<file path="src/rtl/uart_pkg.sv">
// Shared types and elaboration-time helpers for the oversampling UART receiver.
package uart_pkg;

  typedef enum logic [2:0] {
    ST_IDLE,
    ST_START,
    ST_DATA,
    ST_PARITY,
    ST_STOP
  } rx_state_e;

  // Code 2'b11 has no member and is handled as "no parity" by the receiver.
  typedef enum logic [1:0] {
    PAR_NONE = 2'b00,
    PAR_EVEN = 2'b01,
    PAR_ODD  = 2'b10
  } parity_mode_e;

  function automatic int calc_div(input int clk_hz, input int baud, input int ovs);
    int d;
    d = clk_hz / (baud * ovs);
    return (d < 1) ? 1 : d;
  endfunction

  // First of the three consecutive majority-vote sample points within a bit.
  function automatic int sample_first(input int ovs);
    return ovs / 2 - 1;
  endfunction

endpackage

</file>
<file path="src/rtl/uart_rx_ovs_if.sv">
// Received-word handshake bundle: the receiver is the master, the consumer the slave.
interface uart_rx_ovs_if #(
  parameter int D_BITS = 8
);
  logic [D_BITS-1:0] o_data;
  logic              o_valid;
  logic              i_ready;
  logic              o_frame_err;
  logic              o_parity_err;
  logic              o_overrun;

  modport master (
    output o_data, o_valid, o_frame_err, o_parity_err, o_overrun,
    input  i_ready
  );

  modport slave (
    input  o_data, o_valid, o_frame_err, o_parity_err, o_overrun,
    output i_ready
  );
endinterface

</file>
<file path="src/rtl/uart_ovs_tick.sv">
// Oversample tick divider: one-cycle pulse every DIV cycles while enabled,
// cleared when disabled and restarted synchronously on i_restart.
module uart_ovs_tick #(
  parameter int DIV = 1
) (
  input  logic i_clk,
  input  logic reset,
  input  logic i_en,
  input  logic i_restart,
  output logic o_tick
);
  localparam int            CW   = (DIV > 1) ? $clog2(DIV) : 1;
  localparam logic [CW-1:0] LAST = CW'(DIV - 1);

  logic [CW-1:0] cnt_q, cnt_d;

  always_comb begin
    // NOTE: defaults first so every path assigns each output; a missed branch would infer a latch.
    cnt_d  = cnt_q;
    o_tick = 1'b0;
    if (i_restart || !i_en) begin
      cnt_d = '0;
    end else if (cnt_q == LAST) begin
      cnt_d  = '0;
      o_tick = 1'b1;
    end else begin
      cnt_d = cnt_q + 1'b1;
    end
  end

  always_ff @(posedge i_clk) begin
    // NOTE: non-blocking so every flop samples pre-edge values whatever the block evaluation order.
    if (reset) cnt_q <= '0;
    else       cnt_q <= cnt_d;
  end

endmodule

</file>
<file path="src/rtl/uart_rx_ovs.sv">
// Oversampling UART receiver with 2-of-3 majority voting and a valid/ready output.
// Optional parity checking is compiled in with `define UART_RX_PARITY_EN.
module uart_rx_ovs
  import uart_pkg::*;
#(
  parameter int CLK_HZ  = 100_000_000,
  parameter int BAUD    = 921_600,
  parameter int OVS     = 16,
  parameter int D_BITS  = 8,
  parameter int SP_BITS = 1
) (
  input  logic          i_clk,
  input  logic          reset,
  input  logic          i_rx,
`ifdef UART_RX_PARITY_EN
  input  logic [1:0]    i_parity_mode,
`endif
  uart_rx_ovs_if.master rx_if
);
  localparam int            DIV       = calc_div(CLK_HZ, BAUD, OVS);
  localparam int            TW        = $clog2(OVS);
  localparam logic [TW-1:0] T_S0      = TW'(sample_first(OVS));
  localparam logic [TW-1:0] T_S1      = TW'(sample_first(OVS) + 1);
  localparam logic [TW-1:0] T_S2      = TW'(sample_first(OVS) + 2);
  localparam logic [TW-1:0] T_LAST    = TW'(OVS - 1);
  localparam logic [3:0]    LAST_BIT  = 4'(D_BITS - 1);
  localparam logic          LAST_STOP = 1'(SP_BITS - 1);

`ifdef UART_RX_PARITY_EN
  localparam bit PAR_EN = 1'b1;
  parity_mode_e  mode;
  assign mode = parity_mode_e'(i_parity_mode);
`else
  localparam bit PAR_EN = 1'b0;
  parity_mode_e  mode;
  assign mode = PAR_NONE;
`endif

  rx_state_e         state_q, state_d;
  logic [1:0]        sync_q, sync_d;
  logic              armed_q, armed_d;
  logic [TW-1:0]     tcnt_q, tcnt_d;
  logic [3:0]        bit_q, bit_d;
  logic              stop_q, stop_d;
  logic [2:0]        samp_q, samp_d;
  logic [D_BITS-1:0] shreg_q, shreg_d;
  logic              par_q, par_d;
  logic              ferr_acc_q, ferr_acc_d;
  logic              perr_acc_q, perr_acc_d;
  logic [D_BITS-1:0] data_q, data_d;
  logic              valid_q, valid_d;
  logic              ferr_q, ferr_d;
  logic              perr_q, perr_d;
  logic              ovr_q, ovr_d;

  logic rx_s, tick, maj, decide, start_det, complete;

  assign rx_s      = sync_q[1];
  assign start_det = (state_q == ST_IDLE) && armed_q && !rx_s;
  assign maj       = (samp_q[0] & samp_q[1]) | (samp_q[0] & samp_q[2]) | (samp_q[1] & samp_q[2]);
  assign decide    = tick && (tcnt_q == T_LAST);

  uart_ovs_tick #(.DIV(DIV)) u_tick (
    .i_clk     (i_clk),
    .reset     (reset),
    .i_en      (state_q != ST_IDLE),
    .i_restart (start_det),
    .o_tick    (tick)
  );

  always_comb begin
    state_d    = state_q;
    sync_d     = {sync_q[0], i_rx};
    armed_d    = armed_q;
    tcnt_d     = tcnt_q;
    bit_d      = bit_q;
    stop_d     = stop_q;
    samp_d     = samp_q;
    shreg_d    = shreg_q;
    par_d      = par_q;
    ferr_acc_d = ferr_acc_q;
    perr_acc_d = perr_acc_q;
    data_d     = data_q;
    valid_d    = valid_q;
    ferr_d     = ferr_q;
    perr_d     = perr_q;
    ovr_d      = ovr_q;
    complete   = 1'b0;

    if (tick) begin
      tcnt_d = (tcnt_q == T_LAST) ? '0 : tcnt_q + 1'b1;
      if (tcnt_q == T_S0) samp_d[0] = rx_s;
      if (tcnt_q == T_S1) samp_d[1] = rx_s;
      if (tcnt_q == T_S2) samp_d[2] = rx_s;
    end

    case (state_q)
      ST_IDLE: begin
        tcnt_d = '0;
        // Re-arm only once the line has been seen high since the last frame.
        if (rx_s) armed_d = 1'b1;
        if (start_det) begin
          state_d    = ST_START;
          bit_d      = '0;
          stop_d     = 1'b0;
          par_d      = 1'b0;
          ferr_acc_d = 1'b0;
          perr_acc_d = 1'b0;
        end
      end
      ST_START: if (decide) state_d = maj ? ST_IDLE : ST_DATA;
      ST_DATA: if (decide) begin
        shreg_d = {maj, shreg_q[D_BITS-1:1]};
        par_d   = par_q ^ maj;
        bit_d   = bit_q + 1'b1;
        if (bit_q == LAST_BIT) begin
          bit_d   = '0;
          state_d = (PAR_EN && (mode == PAR_EVEN || mode == PAR_ODD)) ? ST_PARITY : ST_STOP;
        end
      end
      ST_PARITY: if (decide) begin
        perr_acc_d = par_q ^ maj ^ (mode == PAR_ODD);
        state_d    = ST_STOP;
      end
      ST_STOP: if (decide) begin
        if (!maj) ferr_acc_d = 1'b1;
        stop_d = stop_q + 1'b1;
        if (stop_q == LAST_STOP) begin
          complete = 1'b1;
          armed_d  = 1'b0;
          state_d  = ST_IDLE;
        end
      end
      default: state_d = ST_IDLE;
    endcase

    // A finished frame is only taken when the holding register is free or being emptied.
    if (complete && (!valid_q || rx_if.i_ready)) begin
      data_d  = shreg_q;
      ferr_d  = ferr_acc_d;
      perr_d  = perr_acc_q;
      valid_d = 1'b1;
      ovr_d   = 1'b0;
    end else if (complete) begin
      ovr_d = 1'b1;
    end else if (valid_q && rx_if.i_ready) begin
      valid_d = 1'b0;
      ovr_d   = 1'b0;
    end
  end

  always_ff @(posedge i_clk) begin
    if (reset) begin
      state_q    <= ST_IDLE;
      sync_q     <= 2'b11;
      armed_q    <= 1'b0;
      tcnt_q     <= '0;
      bit_q      <= '0;
      stop_q     <= 1'b0;
      samp_q     <= '0;
      shreg_q    <= '0;
      par_q      <= 1'b0;
      ferr_acc_q <= 1'b0;
      perr_acc_q <= 1'b0;
      data_q     <= '0;
      valid_q    <= 1'b0;
      ferr_q     <= 1'b0;
      perr_q     <= 1'b0;
      ovr_q      <= 1'b0;
    end else begin
      state_q    <= state_d;
      sync_q     <= sync_d;
      armed_q    <= armed_d;
      tcnt_q     <= tcnt_d;
      bit_q      <= bit_d;
      stop_q     <= stop_d;
      samp_q     <= samp_d;
      shreg_q    <= shreg_d;
      par_q      <= par_d;
      ferr_acc_q <= ferr_acc_d;
      perr_acc_q <= perr_acc_d;
      data_q     <= data_d;
      valid_q    <= valid_d;
      ferr_q     <= ferr_d;
      perr_q     <= perr_d;
      ovr_q      <= ovr_d;
    end
  end

  assign rx_if.o_data       = data_q;
  assign rx_if.o_valid      = valid_q;
  assign rx_if.o_frame_err  = ferr_q;
  assign rx_if.o_parity_err = PAR_EN ? perr_q : 1'b0;
  assign rx_if.o_overrun    = ovr_q;

endmodule
</file>
<file path="src/flat_wrapper.sv">
// flat-port wrapper written by rule: the top's interface ports become plain ports
module uart_rx_ovs_flat import uart_pkg::*;
#(
  parameter int CLK_HZ  = 100_000_000,
  parameter int BAUD    = 921_600,
  parameter int OVS     = 16,
  parameter int D_BITS  = 8,
  parameter int SP_BITS = 1
)
  (i_clk, reset, i_rx, rx_if_o_data, rx_if_o_valid, rx_if_o_frame_err, rx_if_o_parity_err, rx_if_o_overrun, rx_if_i_ready);
  uart_rx_ovs_if #(.D_BITS(D_BITS)) rx_if_i ();
  input  logic i_clk;
  input  logic reset;
  input  logic i_rx;
  output wire logic [$bits(rx_if_i.o_data)-1:0] rx_if_o_data;
  output wire logic [$bits(rx_if_i.o_valid)-1:0] rx_if_o_valid;
  output wire logic [$bits(rx_if_i.o_frame_err)-1:0] rx_if_o_frame_err;
  output wire logic [$bits(rx_if_i.o_parity_err)-1:0] rx_if_o_parity_err;
  output wire logic [$bits(rx_if_i.o_overrun)-1:0] rx_if_o_overrun;
  input wire logic [$bits(rx_if_i.i_ready)-1:0] rx_if_i_ready;
  assign rx_if_o_data = rx_if_i.o_data;
  assign rx_if_o_valid = rx_if_i.o_valid;
  assign rx_if_o_frame_err = rx_if_i.o_frame_err;
  assign rx_if_o_parity_err = rx_if_i.o_parity_err;
  assign rx_if_o_overrun = rx_if_i.o_overrun;
  assign rx_if_i.i_ready = rx_if_i_ready;
  uart_rx_ovs #(.CLK_HZ(CLK_HZ), .BAUD(BAUD), .OVS(OVS), .D_BITS(D_BITS), .SP_BITS(SP_BITS)) u_core (.i_clk(i_clk), .reset(reset), .i_rx(i_rx), .rx_if(rx_if_i));
endmodule
</file>
<file path="config.mk">
export PLATFORM = sky130hd
export DESIGN_NAME = uart_rx_ovs_flat
export DESIGN_NICKNAME = d
export VERILOG_FILES = /design/src/rtl/uart_pkg.sv /design/src/rtl/uart_rx_ovs_if.sv /design/src/rtl/uart_ovs_tick.sv /design/src/rtl/uart_rx_ovs.sv /design/src/flat_wrapper.sv
export SDC_FILE = /design/constraint.sdc
export NUM_CORES = 1
export LEC_CHECK = 0
export ABC_AREA = 1
export ABC_CLOCK_PERIOD_IN_PS = 2310
export CORE_AREA = 2 2 74 69
export DETAILED_ROUTE_END_ITERATION = 8
export DIE_AREA = 0 0 76 71
export SLEW_MARGIN = 20
export SYNTH_ARGS = -nofsm -noshare
export SYNTH_HDL_FRONTEND = slang
export SYNTH_HIERARCHICAL = 1
export SYNTH_SLANG_ARGS = --single-unit
</file>
<file path="constraint.sdc">
create_clock -name i_clk -period 2.31 [get_ports i_clk]
set_clock_uncertainty 0.1 [all_clocks]
set_input_delay 0.3465 -clock i_clk [delete_from_list [all_inputs] [get_ports i_clk]]
set_output_delay 0.3465 -clock i_clk [all_outputs]
set_load 0.05 [all_outputs]
</file>
Yosys cells after proc, flatten, opt, wreduce, memory -nomap -nowiden. Index checks and enable logic that the tools add are counted.

Word-level logic and storage cells: 106. Bits of input ports: 4. Output and inout bits: 12. Register bits after elaboration: 41.

$add $sub $neg: 4. Equality and inequality tests: 19. Reduce and logical (&&, ||, !) cells: 28. Bitwise operators: 5. Muxes and demuxes: 34.

Operators with widths (number): $mux W3 (7); $mux W1 (17); $mux W4 (4); $pmux W3 S5 (1); $eq A4 B4 Y1 const B (3); $ne A2 B1 Y1 const B (6); $reduce_and A2 Y1 (5); $add A4 B1 Y4 const B (2); $eq A4 B3 Y1 const B (2); $pmux W4 S2 (1); $reduce_bool A2 Y1 (4); $reduce_and A7 Y1 (1); $eq A3 B2 Y1 const B (2); $eq A3 B3 Y1 const B (2); $ne A2 B2 Y1 const B (3); $pmux W1 S2 (3); $reduce_and A3 Y1 (2); $logic_and A1 B1 Y1 (5); $reduce_and A4 Y1 (1); $reduce_or A2 Y1 (2); $add A3 B1 Y3 const B (1); $and A1 B1 Y1 (3); $eq A3 B1 Y1 const B (1); $logic_not A1 Y1 (3); other kinds (7) (9).

Depth between registers and ports, before layout. Gate-level depths: netlist of run 1.

Depth after elaboration: 11. Depth in mapped cells: 15.

Modules after synthesis. Netlist of run 1, hierarchy kept.

By module, submodules not included: uart_rx_ovs (seq. area each 760.7 sq um, cells each 217, area an instance 1657.8 sq um, times used 1); uart_ovs_tick (seq. area each 60.1 sq um, cells each 16, area an instance 141.4 sq um, times used 1).

Worst setup path before layout of run 1. OpenSTA, ideal clock, no wires.

Kind: register to register. Start: register u_core.state_q[0]. End: register u_core.data_q[1] (netlist: u_core/rx_if.o_data[1]). Required time: 2096 ps. Slack: 346 ps. Cell stages (with the launch flop): 15. Data arrival time: 1750 ps. Setup time: 114 ps. Clock period less this slack: 1964 ps. Cell sequence: dfxtp_1 > nor2_2 > inv_2 > nor2_2 > nand3_2 > inv_1 > nor3_1 > buf_4 > nand3_4 > nor2_4 > nand3_4 > nor2_8 > inv_4 > nor2_1 > nor2_1.

Longest elaborated chain between the ends: 9. Elaborated cells on any way between the ends: 12. Classes of those cells: 1 x eq/ne; 3 x mux; 8 x reduce/logical.

Ends and longest elaborated chain: from (decl) (line uart_rx_ovs.sv:39) `rx_state_e state_q, state_d;`; from (signal assigned) (line uart_rx_ovs.sv:171) `state_q <= state_d;`; $logic_not A3 Y1 (line uart_rx_ovs.sv:59) `assign start_det = (state_q == ST_IDLE) && armed_q && !rx_s;`; $logic_and A1 B1 Y1 (2 in a row) (line uart_rx_ovs.sv:59); via u_core.start_det (line uart_rx_ovs.sv:56) `logic rx_s, tick, maj, decide, start_det, complete;`; $logic_or A1 B1 Y1 (line uart_ovs_tick.sv:21) `if (i_restart || !i_en) begin`; $mux W1 (line uart_ovs_tick.sv:21); via u_core.tick (line uart_rx_ovs.sv:56); $logic_and A1 B1 Y1 (line uart_rx_ovs.sv:61) `assign decide = tick && (tcnt_q == T_LAST);`; $mux W1 (line uart_rx_ovs.sv:125) `ST_STOP: if (decide) begin`; $mux W1 (line uart_rx_ovs.sv:97) `case (state_q)`; $logic_and A1 B1 Y1 (line uart_rx_ovs.sv:138) `if (complete && (!valid_q || rx_if.i_ready)) begin`; to (signal assigned) (line uart_rx_ovs.sv:182) `data_q <= data_d;`; to (decl) (line uart_rx_ovs.sv:50) `logic [D_BITS-1:0] data_q, data_d;`.

The timed path passes the listed nets, and every way through them passes these cells. A chain may end at the register's enable or synchronous reset.

Worst setup path after layout of run 1.
Start: register u_core.state_q[0]. End: register u_core.data_q[3] (netlist: u_core/rx_if.o_data[3]).

Same word-level chain as after synthesis.

==> results.ini, run 1 <==
[sta]
holdWs_ps = 326
fin_crit_ps = 2160
slew_viol_final = 0
fin_ws_ps = 152
fin_crit_sh_pct = 93.4
tightest_slew_ps = 504
final_hold_viol_count = 0
finalSetupTns_ps = 0
slew_headroom_pct = 66.3
setup_viol = 0
fmax_ghz = 0.463

[pwr]
p_leak_nw = 0.932
peakVddDrop_uv = 389
power.density_nw_per_um2 = 741
p_total_mw = 1.63

[worst_setup_path]
r2r_end = u_core/rx_if.o_data[3]
r2r-start = u_core/state_q[0]
r2r_setup_slack_ps = 150
cp_max_fo = 8
critPathArrivalTime_ps = 2300
crit_type = flip-flop to flip-flop
r2r_cells = 14
start_kind = flip-flop
end_kind = flip-flop
cp.required_ps = 2450

[placed_design]
place_ws_ps = 103
dp.cells = 310
gp_congestion = 0.849
dp_hpwl_um = 2430
portBuffers = 14

[finish]
diodes = 0
drive_gt1_share_pct = 17.1
syn2layout_area_growth_pct = 22.5
fillCellCount = 453
fin_nets = 267
final_cell_count_no_fill = 323

[clock_tree]
cts_root_buffer = clkbuf_8
clock_sinks = 41
clk_latency_ps = 300
clk_pin_slew_ps = 90
tritoncts = yes
cts_buffer_depth = 2
numCtsBuffers = 5
cts_max_level = 2

[synthesis]
ys_ff_latch = 41
netlist_area_um2 = 1800
ys_top_cells_by_area = dfxtp_1, nor2_1, inv_1, a21oi_1, nand2_1
synth.top_cell.area_share_pct = 45.6
synthesis.instances = 233
syn_area_per_cell_um2 = 7.72
synth_edf_count = 0
synth_top_cell_by_area = dfxtp_1
yosysMostFrequentCell = nor2_1
yosysSeqAreaShare_pct = 45.6
syn-num-nets = 243
synth_flop_cell = dfxtp_1
synth_common_cells = nor2_1, dfxtp_1, inv_1
ys_warn_count = 6
async_flop_share_pct = 0
ys_types = 29

[route]
wl_per_cell_um = 10.7
drtPass1Iterations = 4
drt_iter0_drc = 56
vias_per_cell = 4.52
ant_nets = 0
dr_total_vias = 1460
wirelength_um = 3440
drcViolationCount = 0

[floorplan]
die_y_um = 71
fp.dieW_um = 76
core_area_um2 = 4650
io_pins = 16
fp-row-count = 24
start_util_pct = 38.7
die_area_um2 = 5400

[worst_hold_path]
holdCritStartpoint = u_core/sync_q[0]
hold_path.class = flip-flop to flip-flop
holdPathStages = 1
hold_end = u_core/sync_q[1]

[global_route]
grt_max_degree = 18
antenna_found_initial = 0
grt_pass1_wl_um = 5890
track_usage_pct = 13.6
grt_pass1_vias = 1331
overflow = 0

[job]
maxCapViolations = 0

[outcome]
outcome = finished, final reports clean

==> cells by family after synthesis <==
kind of cell / share of synthesized area (%)
AND/OR/NAND/NOR: 27.6
AO/OA/AOI/OAI: 13.1
flip-flops: 45.6
buffers and inverters: 8.27
adder cells (fa/ha/maj): 4.17
XOR/XNOR: 0.974
other: 0.208
==> repair_timing <==
item                                    in CTS  in global routing
gates resized for setup                      0                  5
setup buffers                                0                  5
endpoints found under the setup margin       0                 19
hold buffers                                 0                  0
==> stage by stage <==
stage	cell area [µm²]	util [%]
6_report	2200	47.4
5_1_grt	2200	47.4
4_1_cts	2150	46.3
3_5_place_dp	2020	43.3
3_3_place_gp	2020	43.3
2_1_floorplan	1800	-
==> state kept, by name (all words and copies together) (netlist names) <==
| signal | flops |
|---|---|
| u_core/bit_q | 4 |
| u_core/shreg_q | 8 |
| u_core/state_q | 3 |
| u_core/ferr_acc_q | 1 |
| u_core/rx_if.o_data | 8 |
| u_core/rx_if.o_overrun | 1 |
| u_core/rx_if.o_frame_err | 1 |
| u_core/sync_q | 2 |
| u_core/samp_q | 3 |
| u_core/armed_q | 1 |
| u_core/u_tick/cnt_q | 3 |
| u_core/stop_q | 1 |
| u_core/tcnt_q | 4 |
| u_core/rx_if.o_valid | 1 |
==> area by class of cell <==
class | instances | area, µm² | area share, %
Multi-Input combinational cell | 155 | 835 | 37.9
Clock buffer | 5 | 68.8 | 3.12
Inverter | 32 | 126 | 5.73
Tap cell | 65 | 81.3 | 3.69
Timing Repair Buffer | 22 | 200 | 9.08
Sequential cell | 41 | 825 | 37.4
Clock inverter | 3 | 68.8 | 3.12
==> power by group <==
part | total (mW) | internal (mW) | switching (mW)
Clock | 0.700 | 0.435 | 0.265
Sequential | 0.756 | 0.732 | 0.0240
Combinational | 0.179 | 0.0608 | 0.118
==> critical path: stages (launching register included) <==
cell and delay (ps):
dfxtp_2 360, nor2_2 60, inv_2 60, nor2_2 60, nand3_2 110, inv_1 70, nor3_1 190, buf_4 170
nand3_4 80, nor2_4 210, nand3_4 140, nor2_8 200, buf_4 140, o21ai_1 50, nor2_1 90
==> cells in the final DEF (no fill, tap or decap), drive strengths merged <==
cell type      netlist  routed
nor2                53      53
dfxtp               41      41
inv                 31      32
nand2               27      27
o21ai               26      26
a21oi               18      18
clkdlybuf4s50        0      14
nand3                9       9
buf                  3       8
ha                   6       6
clkbuf               2       5
nand4                5       5
or2                  3       3
nor3                 3       3
bufinv               0       2
xor2                 1       1
a311oi               1       1
clkinvlp             0       1
o21bai               1       1
conb                 1       1
xnor2                1       1
==> worst max-delay path by stage <==
stage                      start                endpoint  slack, ps  cells after the start
2_1_floorplan  u_core/state_q[0]  u_core/rx_if.o_data[1]        350                     14
3_3_place_gp   u_core/state_q[0]  u_core/rx_if.o_data[3]        180                     14
3_5_place_dp   u_core/state_q[0]       u_core/shreg_q[7]        100                     13
4_1_cts        u_core/state_q[0]       u_core/shreg_q[7]         80                     13
5_1_grt        u_core/state_q[1]  u_core/rx_if.o_data[6]        -10                     14
6_report       u_core/state_q[0]  u_core/rx_if.o_data[3]        150                     14
==> per-layer routing <==
metal | vias to the layer above | global-route usage [%] | part of all wire [%]
met1 | 643 | 18.2 | 53
met2 | 21 | 20.3 | 41
met5 | - | 0 | 0
met3 | 6 | 4.08 | 4.4
met4 | 0 | 6.46 | 1.8
li1 | 790 | - | -
Power figures use the tool's default switching activity.
==> run 2: changes to the inputs <==
--- a/config.mk
+++ b/config.mk
@@ -7,11 +7,13 @@
 export LEC_CHECK = 0
 export ABC_AREA = 1
 export ABC_CLOCK_PERIOD_IN_PS = 2310
-export CORE_AREA = 2 2 74 69
+export CORE_AREA = 2 2 63 59
 export DETAILED_ROUTE_END_ITERATION = 8
-export DIE_AREA = 0 0 76 71
+export DIE_AREA = 0 0 65 61
+export PLACE_DENSITY = 0.76
 export SLEW_MARGIN = 20
 export SYNTH_ARGS = -nofsm -noshare
 export SYNTH_HDL_FRONTEND = slang
 export SYNTH_HIERARCHICAL = 1
 export SYNTH_SLANG_ARGS = --single-unit
+export TNS_END_PERCENT = 1
==> run 2 against run 1 <==
Global-route usage rose by 6.2 points; fmax rose by 1.4%; die area is 27% lower; cell area shrank 4.3%; critical path type unchanged; flip-flop and latch count stayed put; sequential power hardly changed; via count rose by 3.8%; power shrank 14%; count of clock-buffer cells in the layout stayed put; utilization is 17 points higher; critical endpoint is now u_core/shreg_q[6]; non-clock buffer count down 2; routed wire length is 2.5% higher.
==> results.ini, run 2 (synthesized netlist as in run 1, its figures left out) <==
[clock_tree]
clk_pin_slew_ps = 80  ; was 90 ps
tritoncts = yes  ; unchanged
clock_sinks = 41  ; unchanged
clk_latency_ps = 300  ; about the same
cts_buffer_depth = 2  ; unchanged
holdBufCountCts = 0  ; unchanged
numCtsBuffers = 5  ; unchanged
cts_root_buffer = clkbuf_8  ; unchanged
cts_max_level = 2  ; unchanged

[placed_design]
gp_congestion = 0.819  ; was 0.849
dp_hpwl_um = 2450  ; was 2430 µm
place_ws_ps = 116  ; was 103 ps
portBuffers = 14  ; unchanged
placed_cell_area_um2 = 2000  ; was 2020 µm²

[pwr]
power_frac_comb_pct = 13.2  ; was 10.9%
power.internal_mw = 1.00  ; was 1.23 mW
power.density_nw_per_um2 = 665  ; was 741 nW/µm²
seq_power_share_pct = 53.7  ; was 46.2%
swShare_pct = 28.5  ; was 24.9%
p_switching_mw = 0.401  ; was 0.407 mW
p_total_mw = 1.40  ; was 1.63 mW
peakVddDrop_uv = 383  ; was 389 µV
clockPowerShare_pct = 33.0  ; was 42.8%
p_leak_nw = 0.885  ; was 0.932 nW

[route]
drcViolationCount = 0  ; unchanged
wl_per_cell_um = 11.8  ; was 10.7 µm
drt_iter0_drc = 88  ; was 56
dr_total_vias = 1515  ; was 1,460
wirelength_um = 3530  ; was 3440 µm
ant_nets = 0  ; unchanged
vias_per_cell = 5.05  ; was 4.52
drtPass1Iterations = 5  ; was 4

[sta]
final_hold_viol_count = 0  ; unchanged
holdWs_ps = 320  ; was 326 ps
fin_crit_sh_pct = 92.1  ; was 93.4%
fin_crit_ps = 2130  ; was 2160 ps
fin_ws_ps = 182  ; was 152 ps
setup_viol = 0  ; unchanged
fmax_ghz = 0.470  ; was 0.463 GHz
tightest_slew_ps = 503  ; was 504 ps
slew_headroom_pct = 66.4  ; was 66.3%
slew_viol_final = 0  ; unchanged
finalSetupTns_ps = 0  ; unchanged

[floorplan]
die_area_um2 = 3970  ; was 5400 µm²
die_y_um = 61  ; was 71 µm
fp.dieW_um = 65  ; was 76 µm
fp-row-count = 20  ; was 24
io_pins = 16  ; unchanged
start_util_pct = 54.9  ; was 38.7%
core_area_um2 = 3280  ; was 4650 µm²

[global_route]
track_usage_pct = 19.8  ; was 13.6%
antenna_found_initial = 0  ; unchanged
overflow = 0  ; unchanged
grt_pass1_wl_um = 5740  ; was 5890 µm
grt_pass1_vias = 1367  ; was 1,331
grt_max_degree = 24  ; was 18

[worst_setup_path]
crit_type = flip-flop to flip-flop  ; unchanged
r2r_cells = 14  ; unchanged
cp_max_fo = 10  ; was 8
start_kind = flip-flop  ; unchanged
cp.required_ps = 2400  ; was 2450 ps
r2r_setup_slack_ps = 180  ; was 150 ps
r2r-start = u_core/state_q[0]  ; unchanged
end_kind = flip-flop  ; unchanged
r2r_end = u_core/shreg_q[6]  ; was u_core/rx_if.o_data[3]
worstSetupEndpoint = u_core/shreg_q[6]  ; was u_core/rx_if.o_data[3]
critPathArrivalTime_ps = 2220  ; was 2300 ps
startpoint = u_core/state_q[0]  ; unchanged

[finish]
final_cell_mix = nor2_1, dfxtp_1, inv_1, nand2_1, a21oi_1  ; unchanged
syn2layout_area_growth_pct = 17.3  ; was 22.5%
drive_gt1_share_pct = 16.0  ; was 17.1%
diodes = 0  ; unchanged
fin_nets = 265  ; was 267
final_cell_area_um2 = 2110  ; was 2200 µm²
final_common_cell = nor2_1  ; unchanged

[outcome]
outcome = finished, final reports clean  ; unchanged

[job]
maxCapViolations = 0  ; unchanged

[worst_hold_path]
hold_path.class = flip-flop to flip-flop  ; unchanged

==> run 2: cell types whose count changed in the layout (fill, tap and decap cells not counted), sizes merged <==
cell / previous run / this run
buf: 8 / 6
clkinv: 0 / 2
clkinvlp: 1 / 2
inv: 32 / 31
bufinv: 2 / 0
==> run 2: routing by layer <==
metal / GRT usage, % / share of wire, % / vias up
met5: 0 / 0 / -
met4: 12.8 / 3.0 / 0
met3: 4.45 / 3.4 / 11
met2: 34.2 / 48 / 25
met1: 22.7 / 46 / 691
li1: - / - / 788
==> run 2: area by class of cell <==
type	count	area, µm²
Clock buffer	5	68.8
Clock inverter	3	17.5
Fill cell	301	1170
Inverter	32	126
Multi-Input combinational cell	155	835
Sequential cell	41	823
Tap cell	44	55.1
Timing Repair Buffer	20	185
==> run 2: power groups by stage <==
stage,logic (mW),clock network [mW],registers (mW)
final,0.186,0.464,0.755
after global routing,0.215,0.496,0.759
after CTS,0.182,0.478,0.752
after detailed placement,0.181,0,0.769
after global placement,0.175,0,0.769
after floorplan,0.143,0,0.765
==> run 2: timing repair <==
action                                  4_1_cts  5_1_grt
buffers inserted                              0        2
gates resized for setup                       0        4
endpoints found under the hold margin         0        0
endpoints found under the setup margin        0       15
==> run 2: worst min path at each step <==
| stage | start | to | slack [ps] | cells after the start |
|---|---|---|---|---|
| 4_1_cts | u_core/sync_q[0] | u_core/sync_q[1] | 320 | 1 |
| 2_1_floorplan | u_core/sync_q[0] | u_core/sync_q[1] | 290 | 1 |
| 3_3_place_gp | u_core/sync_q[0] | u_core/sync_q[1] | 300 | 1 |
| 6_report | u_core/sync_q[0] | u_core/sync_q[1] | 320 | 1 |
| 3_5_place_dp | u_core/sync_q[0] | u_core/sync_q[1] | 300 | 1 |
| 5_1_grt | u_core/sync_q[0] | u_core/sync_q[1] | 340 | 1 |
==> run 2: worst max-delay path, cell delays in order (launching register included) <==
cell and delay (ps):
dfxtp_2 340, nor2_2 130, inv_2 70, nor2_4 120, nand3_2 140, inv_1 110
nor3_1 60, buf_4 170, nand3_4 90, nor2_4 50, nand2_2 170, clkinvlp_4 180
buf_4 170, nor2_1 80, nor2_1 50
==> run 2: through the flow <==
stage	instances	util [%]
4_1_cts	298	63.6
3_5_place_dp	290	61.0
5_1_grt	300	64.4
6_report	300	64.4
2_1_floorplan	233	-
3_3_place_gp	290	61.0
